File: src/rtl/pkt_rr_arb.sv
// Packet-granular round-robin arbiter. Grants one upstream packet buffer at a
// time, drains it beat-by-beat up to its last word, and forwards beats through
// a single registered output slot with ready/valid backpressure.
module pkt_rr_arb #(
  parameter int unsigned NUM_SRC    = 4,
  parameter int unsigned DATA_WIDTH = 256,
  parameter int unsigned SRC_ID_W   = 2
) (
  input  logic                          clk,
  input  logic                          rst,
  input  logic [NUM_SRC-1:0]            src_pkt_avail,
  output logic [NUM_SRC-1:0]            src_rd_en,
  input  logic [NUM_SRC-1:0]            src_vld,
  input  logic [NUM_SRC-1:0]            src_lw,
  input  logic [NUM_SRC*DATA_WIDTH-1:0] src_pld,
  output logic                          out_vld,
  input  logic                          out_rdy,
  output logic                          out_lw,
  output logic [DATA_WIDTH-1:0]         out_pld,
  output logic [SRC_ID_W-1:0]           out_src,
  output logic                          proto_err
);

  typedef logic [SRC_ID_W-1:0] idx_t;
  typedef logic [SRC_ID_W:0]   wide_t;
  typedef enum logic [0:0] {StIdle, StXfer} state_e;

  localparam idx_t  LastIdx = idx_t'(NUM_SRC - 1);
  localparam wide_t NumSrcW = wide_t'(NUM_SRC);

  state_e state_q, state_d;
  idx_t   rr_ptr_q, rr_ptr_d;
  idx_t   grant_q, grant_d;

  logic                  out_vld_q, out_lw_q, proto_err_q, proto_err_d;
  logic [DATA_WIDTH-1:0] out_pld_q;
  idx_t                  out_src_q;

  logic                  slot_free, accept;
  logic [NUM_SRC-1:0]    grant_oh;
  logic                  grant_rd, grant_vld, grant_lw;
  logic [DATA_WIDTH-1:0] grant_pld;

  logic [2*NUM_SRC-1:0]  avail_dbl;
  logic [NUM_SRC-1:0]    avail_rot;
  logic                  pick_found;
  idx_t                  pick_off, pick;
  wide_t                 pick_sum;

  assign slot_free = !out_vld_q || out_rdy;

  // Rotate the availability vector so bit 0 corresponds to rr_ptr.
  assign avail_dbl = {src_pkt_avail, src_pkt_avail};
  assign avail_rot = NUM_SRC'(avail_dbl >> rr_ptr_q);

  // First available source at or after rr_ptr, wrapping modulo NUM_SRC.
  always_comb begin
    pick_found = 1'b0;
    pick_off   = '0;
    for (int i = 0; i < int'(NUM_SRC); i++) begin
      if (!pick_found && avail_rot[i]) begin
        pick_found = 1'b1;
        pick_off   = idx_t'(i);
      end
    end
    pick_sum = {1'b0, rr_ptr_q} + {1'b0, pick_off};
    if (pick_sum >= NumSrcW) begin
      pick_sum = pick_sum - NumSrcW;
    end
    pick = idx_t'(pick_sum);
  end

  // Decode the grant, drive read enables and select the granted source's beat.
  always_comb begin
    grant_pld = '0;
    for (int i = 0; i < int'(NUM_SRC); i++) begin
      grant_oh[i]  = (grant_q == idx_t'(i));
      src_rd_en[i] = (state_q == StXfer) && slot_free && grant_oh[i];
      if (grant_oh[i]) begin
        grant_pld = src_pld[i*DATA_WIDTH +: DATA_WIDTH];
      end
    end
    grant_rd  = |(src_rd_en & grant_oh);
    grant_vld = |(src_vld & grant_oh);
    grant_lw  = |(src_lw & grant_oh);
  end

  assign accept = (state_q == StXfer) && grant_rd && grant_vld;

  // Sticky error: a pop nobody asked for, or a granted read that produced no beat.
  assign proto_err_d = proto_err_q || (|(src_vld & ~src_rd_en)) ||
                       ((state_q == StXfer) && grant_rd && !grant_vld);

  // Next-state logic for arbitration and packet draining.
  always_comb begin
    state_d  = state_q;
    grant_d  = grant_q;
    rr_ptr_d = rr_ptr_q;
    unique case (state_q)
      StIdle: begin
        if (pick_found) begin
          grant_d = pick;
          state_d = StXfer;
        end
      end
      StXfer: begin
        if (accept && grant_lw) begin
          state_d  = StIdle;
          rr_ptr_d = (grant_q == LastIdx) ? '0 : grant_q + idx_t'(1);
        end
      end
      default: state_d = StIdle;
    endcase
  end

  // Arbitration state registers.
  always_ff @(posedge clk or posedge rst) begin
    if (rst) begin
      state_q     <= StIdle;
      rr_ptr_q    <= '0;
      grant_q     <= '0;
      proto_err_q <= 1'b0;
    end else begin
      state_q     <= state_d;
      rr_ptr_q    <= rr_ptr_d;
      grant_q     <= grant_d;
      proto_err_q <= proto_err_d;
    end
  end

  // Output slot: load on accept, otherwise drain when egress is ready.
  always_ff @(posedge clk or posedge rst) begin
    if (rst) begin
      out_vld_q <= 1'b0;
      out_lw_q  <= 1'b0;
      out_pld_q <= '0;
      out_src_q <= '0;
    end else if (accept) begin
      out_vld_q <= 1'b1;
      out_lw_q  <= grant_lw;
      out_pld_q <= grant_pld;
      out_src_q <= grant_q;
    end else if (out_rdy) begin
      out_vld_q <= 1'b0;
    end
  end

  assign out_vld   = out_vld_q;
  assign out_lw    = out_lw_q;
  assign out_pld   = out_pld_q;
  assign out_src   = out_src_q;
  assign proto_err = proto_err_q;

endmodule

File: config.mk
export PLATFORM = sky130hd
export DESIGN_NAME = pkt_rr_arb
export DESIGN_NICKNAME = d
export VERILOG_FILES = /design/src/rtl/pkt_rr_arb.sv
export SDC_FILE = /design/constraint.sdc
export NUM_CORES = 1
export LEC_CHECK = 0
export BUFFER_PORTS_ARGS = -buffer_cell sky130_fd_sc_hd__buf_2
export CELL_PAD_IN_SITES_DETAIL_PLACEMENT = 1
export CELL_PAD_IN_SITES_GLOBAL_PLACEMENT = 1
export CORE_AREA = 2 2 513 515
export DETAILED_ROUTE_END_ITERATION = 6
export DIE_AREA = 0 0 515 517
export PLACE_DENSITY = 0.38
export SYNTH_ARGS = -nofsm -noshare
export SYNTH_HDL_FRONTEND = slang
export SYNTH_SLANG_ARGS = --single-unit
File: constraint.sdc
create_clock -name clk -period 17.9 [get_ports clk]
set_input_delay 0.895 -clock clk [delete_from_list [all_inputs] [get_ports clk]]
set_output_delay 0.895 -clock clk [all_outputs]
set_load 0.05 [all_outputs]
After elaboration in Yosys (flattened, before gate mapping). Index checks and enable logic that the tools add are counted.

Add/subtract/negate cells: 3. Magnitude comparators: 1. Equal/unequal tests: 3. Shift operators: 1. Mux-type cells: 18. Bitwise gates (word level): 6. Reductions and logical operators: 28.

Operators with widths (number): 2-to-1 mux 256 bit (4); AND 4 bit (4); OR reduction 4 bit (4); logical AND 1 bit (12); 2-to-1 mux 1 bit (9); 2-to-1 mux 2 bit (4); right shift 8 x 2 -> 4 bit (1); zero test 1 bit (5); == test 2 bit, second input constant (2); NOT 4 bit (1); AND reduction 2 bit (2); adder 2 x 2 -> 3 bit (1); >= comparator 3 bit, second input constant (1); logical OR 1 bit (3); adder 2 x 1 -> 2 bit, second input constant (1); == test 2 x 1 -> 1 bit, second input constant (1); zero test 2 bit (1); one-hot mux 1 bit (2 select lines) (1); nonzero test 2 bit (1); subtractor 2 x 1 -> 2 bit, second input constant (1); NOT 1 bit (1).

Flip-flop bits (word level): 266. Input port bits: 1039. Output and inout bits: 265. Logic and storage cells: 68.

Depth between registers and ports, before layout. Gate-level depths: netlist (run 1).

Depth in word-level cells: 14. Mapped depth: 10. Depth with buffers taken out: 8.

Worst setup path before layout (run 1). OpenSTA, ideal clock, no wires.

Path kind: register -> output. Start: reg grant_q[1]. End: out src_rd_en[1]. Data arrival time: 1.846 ns. Data required time: 17.005 ns. Path slack: 15.159 ns. Cell stages (with the launch flop): 7. Path buffers: 3. Path through: dfrtp_1 -> inv_1 -> ha_1 -> buf_2 -> clkbuf_1 -> clkbuf_1 -> and3_1.

Longest elaborated chain between the ends: 2.

RTL lines: start, declared (line 33) `idx_t grant_q, grant_d;`; start signal, assigned (line 126) `grant_q <= grant_d;`; == test 2 x 1 -> 1 bit (line 77) `grant_oh[i] = (grant_q == idx_t'(i));`; logical AND 1 bit (line 78) `src_rd_en[i] = (state_q == StXfer) && slot_free && grant_oh[i];`; end, declared (line 12) `output logic [NUM_SRC-1:0] src_rd_en,`.

No other way between the ends.

Worst setup path after layout (run 1).
Start: reg grant_q[1]. End: reg out_pld_q[22] (netlist: out_pld[22]).

Longest elaborated chain between the ends: 6. Elaborated cells on any way between the ends: 18. Classes of those cells: eq/ne: 3; mux: 4; bitwise: 2; reduce/logical: 9.

RTL lines: == test 2 x 1 -> 1 bit (tied with other cells) (line 77); logical AND 1 bit (line 78); AND 4 bit (line 83) `grant_rd = |(src_rd_en & grant_oh);`; OR reduction 4 bit (line 83); logical AND 1 bit (2 in a row) (line 88) `assign accept = (state_q == StXfer) && grant_rd && grant_vld;`; end signal, assigned (line 141) `out_pld_q <= grant_pld;`; end, declared (line 36) `logic [DATA_WIDTH-1:0] out_pld_q;`.

Parallel ways exist; a longest one is shown, timed or not. A chain may end at the register's enable or synchronous reset.

==> key figures, run 1 <==
Synthesis
  – Post-synthesis instance area: approximately 0.017 mm^2
  – Post-synthesis sequential area ratio: approximately two fifths
  – Most used DFF post-synth: sky130_fd_sc_hd__dfrtp_1
  – Count of unique library cells instantiated by Yosys: 35
  – Number of flops mapped to enable cells by yosys: 0
  – Post-synthesis average cell area: roughly 8.2 um^2
  – Fraction of synthesis flops using an asynchronous set or reset pin: 100%
  – Count of yosys warnings during synthesis: 0
  – Number of instances in the synthesized netlist: 2096
  – Flip-flop and latch count after synthesis: between 200 and 300
  – Mapped Nets: about 3100

Floorplanning
  – Placeable core area: between 0.2 and 0.3 mm^2
  – Initial core utilization: roughly 6.6%
  – Core Rows: roughly 190
  – Area of the die: about 0.27 mm^2
  – Die span in y: ~520 um
  – Horizontal die dimension: 515 um
  – I/O pin count: 1304

Clock tree
  – Clock Sinks: about 270
  – Number of levels in the clock H-tree: 2
  – Postcts setup bufs: 0
  – # hold bufs at CTS: 0
  – Post-cts resize count: 0
  – Clock insertion delay at the later pin of the skew report: around 0.66 ns
  – CTS buffer count: 45
  – Clock transition at the register clock pins on the worst setup and hold paths after CTS: roughly 0.060 ns
  – Clock tree buffer depth: 3
  – Root Buffer Master: sky130_fd_sc_hd__clkbuf_16
  – CTS tree: done

Timing
  – Final max-slew violation count: 0
  – Final period util: 23.8%
  – Max Clock Freq: around 230 MHz
  – RSZ-0062 raised after global routing: no
  – Post-layout minimum cycle time: approximately 4.3 ns
  – Worst rel slew slack: under 10%
  – Accumulated negative setup slack: 0 ns
  – Min Hold Slack: 0.290 ns
  – Worst Tran Pin Value: about 1.4 ns
  – Final count of hold timing violations: 0
  – Final setup viols: 0
  – Final setup skew: approximately 0.024 ns

Power
  – Worst vdd ir: approximately 130 uV
  – Standby leakage power: approximately 14 nW
  – Pwr/cell area: around 210 mW/mm^2
  – Post-layout total power: 6.13 mW

Final layout
  – Fill cell instance count of the final layout: 31400
  – Area added between synthesis and finish: 68.9%
  – Post-route cell area: approximately 0.029 mm^2
  – Number of standard cells in the layout, taps in and fillers out: approximately 7000
  – Fraction of layout instances using a drive strength above 1: ~43%
  – Final net count: roughly 4300

Drt
  – Total Routed Length: roughly 200000 um
  – First-iteration detailed-routing DRC count: roughly 1600
  – Routed wirelength normalized by instance count: approximately 30 um
  – Router iterations before antenna repair: 5
  – Via Count: between 20000 and 25000
  – Number of nets with antenna violations after routing: 0
  – Count of unresolved DRC violations after routing: 0
  – Routed via count divided by cell count: approximately 3.5

Global routing
  – Global-route wire length before repair: ~260000 um
  – Pin count of the biggest net entering global routing: between 150 and 200
  – GRT Overall Usage: 14.7%
  – Number of antenna violations at the first check in global routing: approximately 340
  – GR Overflow Total: 0
  – Number of global-route vias before repair: about 24000

Critical path
  – CP required: roughly 18 ns
  – Worst path bufs/invs: 4
  – Crit path top cell by count: sky130_fd_sc_hd__buf_4
  – Largest delay share family, worst path: buffers and inverters
  – Category of the most critical setup path: flip-flop to flip-flop
  – Worst-path cell chain: inv_1 -> ha_4 -> buf_4 -> buf_4 -> buf_4 -> a221o_1 -> a22oi_1 -> o21ai_0
  – Highest fanout seen on the critical path: 66
  – Highest-delay cell along the critical path: sky130_fd_sc_hd__buf_4
  – Nature of the critical path endpoint: flip-flop
  – Arrival time worst endpoint: 4.80 ns
  – Delay of the slowest cell on the worst path: between 0.7 and 0.8 ns
  – Kind of start point of the critical path: flip-flop

Run
  – Maximum Capacitance Violations: 0

Placed design
  – Post-placement cell count: ~6600
  – Port Buffers: 1303
  – Area after DPL: 0.0272 mm^2
  – RePlAce Congestion: 0.864
  – Half-perimeter wire length after placement: approximately 180000 um

Status
  – Outcome: complete, no violations

Min path
  – Path category of the worst min-delay check: primary input to async pin
-- sequential cells by signal, summed over array words and instances, names as in the netlist --
register / cells
out_lw: 1
out_pld: 256
grant_q: 2
out_src: 2
out_vld: 1
rr_ptr_q: 2
state_q: 1
proto_err: 1
-- area by class of cell --
type | count | area [um^2] | area share, %
antenna | 91 | 228 | 0.786
clock buffer | 67 | 1380 | 4.76
clock inverter | 17 | 163 | 0.561
inverter | 264 | 998 | 3.44
multi-input combinational | 1336 | 8460 | 29.2
sequential | 266 | 6660 | 23.0
tap | 3420 | 4280 | 14.8
timing repair buffer | 1336 | 6820 | 23.5
-- cells in the final DEF, fill, tap and decap left out, drive strengths merged, types with 4 or more instances in the layout --
cell    count
buf      1336
inv       267
dfrtp     266
nand2     264
o21ai     261
a21oi     258
a22oi     258
a221o     256
diode      91
clkbuf     67
clkinv     10
nor2        6
ha          5
and3        4
-- per-stage QoR --
stage	worst slack [ns]	util, %
6_report	13.64	11.1
5_1_grt	13.43	11.0
4_1_cts	13.43	11.0
3_5_place_dp	13.65	10.4
3_3_place_gp	13.75	10.4
2_1_floorplan	9.68	-
-- routing by layer --
metal	routed length, um	track usage, %	vias to the layer above
met5	1390	0.397	-
met4	6360	3.50	192
met3	27100	8.54	554
met2	87100	22.4	1519
met1	83800	17.5	11300
li1	-	-	10200
-- power by group --
group / internal [mW] / leakage [nW] / switching (mW)
Sequential: 0.878 / 3.38 / 0.165
Clock: 0.562 / 0.763 / 0.400
Combinational: 1.15 / 9.83 / 2.98
-- Yosys cell counts, types with 4 or more instances --
cell type / instances / area, um^2
sky130_fd_sc_hd__and3_1: 4 / 25.0
sky130_fd_sc_hd__nor2_1: 6 / 22.5
sky130_fd_sc_hd__a221o_1: 256 / 2560
sky130_fd_sc_hd__o21ai_1: 215 / 1080
sky130_fd_sc_hd__ha_1: 5 / 62.6
sky130_fd_sc_hd__buf_6: 23 / 259
sky130_fd_sc_hd__clkbuf_1: 162 / 608
sky130_fd_sc_hd__nand2_1: 264 / 991
sky130_fd_sc_hd__dfrtp_1: 266 / 6660
sky130_fd_sc_hd__o21ai_0: 46 / 230
sky130_fd_sc_hd__inv_1: 264 / 991
sky130_fd_sc_hd__a21oi_1: 258 / 1290
sky130_fd_sc_hd__buf_2: 35 / 175
sky130_fd_sc_hd__a22oi_1: 258 / 1940
sky130_fd_sc_hd__buf_1: 6 / 22.5
-- logic make-up (layout without fill, tap and decap cells) --
group | after synthesis | count (layout) | synth area share (%)
flip-flops | 266 | 266 | 38.8
other | 0 | 91 | 0
AND/OR/NAND/NOR | 281 | 281 | 6.36
multiplexers | 4 | 4 | 0.248
XOR/XNOR | 2 | 2 | 0.102
adder cells (fa/ha/maj) | 5 | 5 | 0.365
AO/OA/AOI/OAI | 1044 | 1044 | 41.9
buffers and inverters | 494 | 1684 | 12.2
-- worst paths after layout --
path	cells after the start	end	slack [ns]	from
setup / recovery	8	out_pld[22]	13.64	grant_q[1]
max in group asynchronous	4	out_pld[56]	15.60	rst
min in group clk	2	out_pld[32]	0.47	out_pld[32]
hold reg to reg	2	out_pld[32]	0.47	out_pld[32]
setup reg to reg	8	out_pld[22]	13.64	grant_q[1]
hold / removal	2	out_pld[135]	0.29	rst
Power figures use the tool's default switching activity.
==> run 2: changes to the inputs <==
CORE_AREA = 2 2 501 503   (was 2 2 513 515)
DIE_AREA = 0 0 503 505   (was 0 0 515 517)
PLACE_DENSITY = 0.39   (was 0.38)
clock period = 4.25 ns   (was 17.9 ns; I/O delays follow)
==> key figures, run 2 (synthesis results as in run 1) <==
Status
  – Outcome: complete, no violations

Drt
  – Via Count: approximately 26000
  – Routed wirelength normalized by instance count: ~28 um
  – Router iterations before antenna repair: 5
  – Count of unresolved DRC violations after routing: 0
  – Number of nets with antenna violations after routing: 0
  – Total Routed Length: slightly above 200000 um
  – Routed via count divided by cell count: between 3 and 4
  – First-iteration detailed-routing DRC count: about 1500

Final layout
  – Area added between synthesis and finish: 97.0%
  – Number of standard cells in the layout, taps in and fillers out: approximately 7200
  – Post-route cell area: between 0.03 and 0.04 mm^2
  – Final net count: ~4800
  – Commonest cells after routing, fill and taps aside: sky130_fd_sc_hd__buf_2 (1303), sky130_fd_sc_hd__dlygate4sd3_1 (456), sky130_fd_sc_hd__dfrtp_1 (266)
  – Max FFs per register: around 260
  – Most common cell after layout, fill and taps aside: sky130_fd_sc_hd__buf_2
  – Fraction of layout instances using a drive strength above 1: between 30% and 40%

Critical path
  – CP required: roughly 4.8 ns
  – Kind of start point of the critical path: flip-flop
  – Launch point of the worst reg-to-reg path: grant_q[1]
  – Highest-delay cell along the critical path: sky130_fd_sc_hd__dlygate4sd3_1
  – Worst-path cell chain: inv_1 -> ha_4 -> buf_12 -> buf_4 -> and3_1 -> o22a_1 -> dlygate4sd3_1 -> nand4b_1 -> dlygate4sd3_1
  – Crit path top cell by count: sky130_fd_sc_hd__dlygate4sd3_1
  – Category of the most critical setup path: flip-flop to flip-flop
  – Delay of the slowest cell on the worst path: roughly 0.56 ns
  – Arrival time worst endpoint: 4.23 ns
  – Highest fanout seen on the critical path: 73
  – Nature of the critical path endpoint: flip-flop
  – Reg2reg end: proto_err
  – Length in cells of the worst reg-to-reg path: 9
  – Largest delay share family, worst path: buffers and inverters
  – Worst path bufs/invs: 5
  – Setup slack, reg-to-reg: roughly 0.56 ns

Global routing
  – Number of global-route vias before repair: ~26000
  – Pin count of the biggest net entering global routing: 160
  – Global-route wire length before repair: approximately 260000 um
  – GRT Overall Usage: approximately 15%
  – Number of antenna violations at the first check in global routing: 298
  – GR Overflow Total: 0

Floorplanning
  – Initial core utilization: under 10%
  – Die span in y: roughly 500 um
  – Placeable core area: roughly 0.25 mm^2
  – I/O pin count: 1304
  – Core Rows: between 150 and 200
  – Area of the die: around 0.25 mm^2
  – Horizontal die dimension: 503 um

Min path
  – Startpoint of the tightest hold check path: src_pld[73]
  – Path category of the worst min-delay check: primary input to flip-flop
  – Hold Crit Depth: 4
  – Capture endpoint of the worst hold path: out_pld[73]

Clock tree
  – CTS tree: done
  – # hold bufs at CTS: between 400 and 500
  – CTS buffer count: 45
  – Clock tree buffer depth: 3
  – Number of levels in the clock H-tree: 2
  – Clock insertion delay at the later pin of the skew report: 0.68 ns
  – Clock transition at the register clock pins on the worst setup and hold paths after CTS: 0.06 ns
  – Clock Sinks: between 200 and 300
  – Postcts setup bufs: 0
  – Post-cts resize count: 0
  – Root Buffer Master: sky130_fd_sc_hd__clkbuf_16

Timing
  – Min Hold Slack: around 0.054 ns
  – Max Clock Freq: about 270 MHz
  – Final max-slew violation count: 0
  – Worst rel slew slack: 35.8%
  – Accumulated negative setup slack: 0 ns
  – Final count of hold timing violations: 0
  – Final setup viols: 0
  – Final setup skew: around 0.031 ns
  – Worst Tran Pin Value: 0.964 ns
  – RSZ-0062 raised after global routing: no
  – Post-layout minimum cycle time: approximately 3.7 ns
  – Final period util: about 87%

Power
  – Standby leakage power: around 16 nW
  – Post-layout total power: about 29 mW
  – Worst vdd ir: around 410 uV
  – Pwr/cell area: 859 mW/mm^2

Placed design
  – Area after DPL: 0.0275 mm^2
  – Half-perimeter wire length after placement: about 170000 um
  – Post-placement cell count: 6559
  – Port Buffers: 1303
  – RePlAce Congestion: 0.909

Run
  – Maximum Capacitance Violations: 0
[run 2: routing by layer]
| metal | share of wire, % | up-vias | global-route usage, % |
|---|---|---|---|
| met5 | 0.59 | - | 0 |
| met2 | 44 | 1516 | 23.9 |
| met4 | 2.3 | 186 | 2.62 |
| li1 | - | 11100 | - |
| met1 | 40 | 12200 | 18.1 |
| met3 | 13 | 479 | 8.18 |
[run 2: layout make-up]
cell class	count	area [um^2]
multi-input combinational	1336	8460
timing repair buffer	1819	11800
antenna	75	188
clock buffer	66	1280
inverter	264	995
fill	29900	214000
sequential	266	6660
tap	3330	4170
clock inverter	13	254
[run 2: metrics by stage]
stage / utilization (%) / worst slack, ns
floorplan: - / 0.526
detailed placement: 11.1 / 1.10
global placement: 11.1 / 1.15
global route: 13.6 / 0.335
finish: 13.6 / 0.559
CTS: 13.5 / 0.546
[run 2: worst max-delay path by stage]
| stage | from | endpoint | slack [ns] | cells past startpoint |
|---|---|---|---|---|
| floorplan | rst | grant_q[0] | 0.53 | 1 |
| global placement | grant_q[0] | out_pld[190] | 1.15 | 8 |
| detailed placement | grant_q[0] | out_pld[111] | 1.10 | 8 |
| CTS | grant_q[1] | proto_err | 0.55 | 9 |
| global route | grant_q[1] | proto_err | 0.34 | 9 |
| finish | grant_q[1] | proto_err | 0.56 | 9 |
[run 2: report_power, final]
group          total, mW  switching [mW]  internal (mW)  leakage [nW]
registers           4.39           0.695           3.70          3.38
logic               20.6            13.2           7.35          11.8
clock network       4.08            1.59           2.49         0.740
[run 2: worst register-to-register path, stage by stage (launching register included)]
cell and delay (ns):
sky130_fd_sc_hd__dfrtp_1 0.46, sky130_fd_sc_hd__inv_1 0.19, sky130_fd_sc_hd__ha_4 0.37, sky130_fd_sc_hd__buf_12 0.37
sky130_fd_sc_hd__buf_4 0.56, sky130_fd_sc_hd__and3_1 0.28, sky130_fd_sc_hd__o22a_1 0.14, sky130_fd_sc_hd__dlygate4sd3_1 0.55
sky130_fd_sc_hd__nand4b_1 0.10, sky130_fd_sc_hd__dlygate4sd3_1 0.56
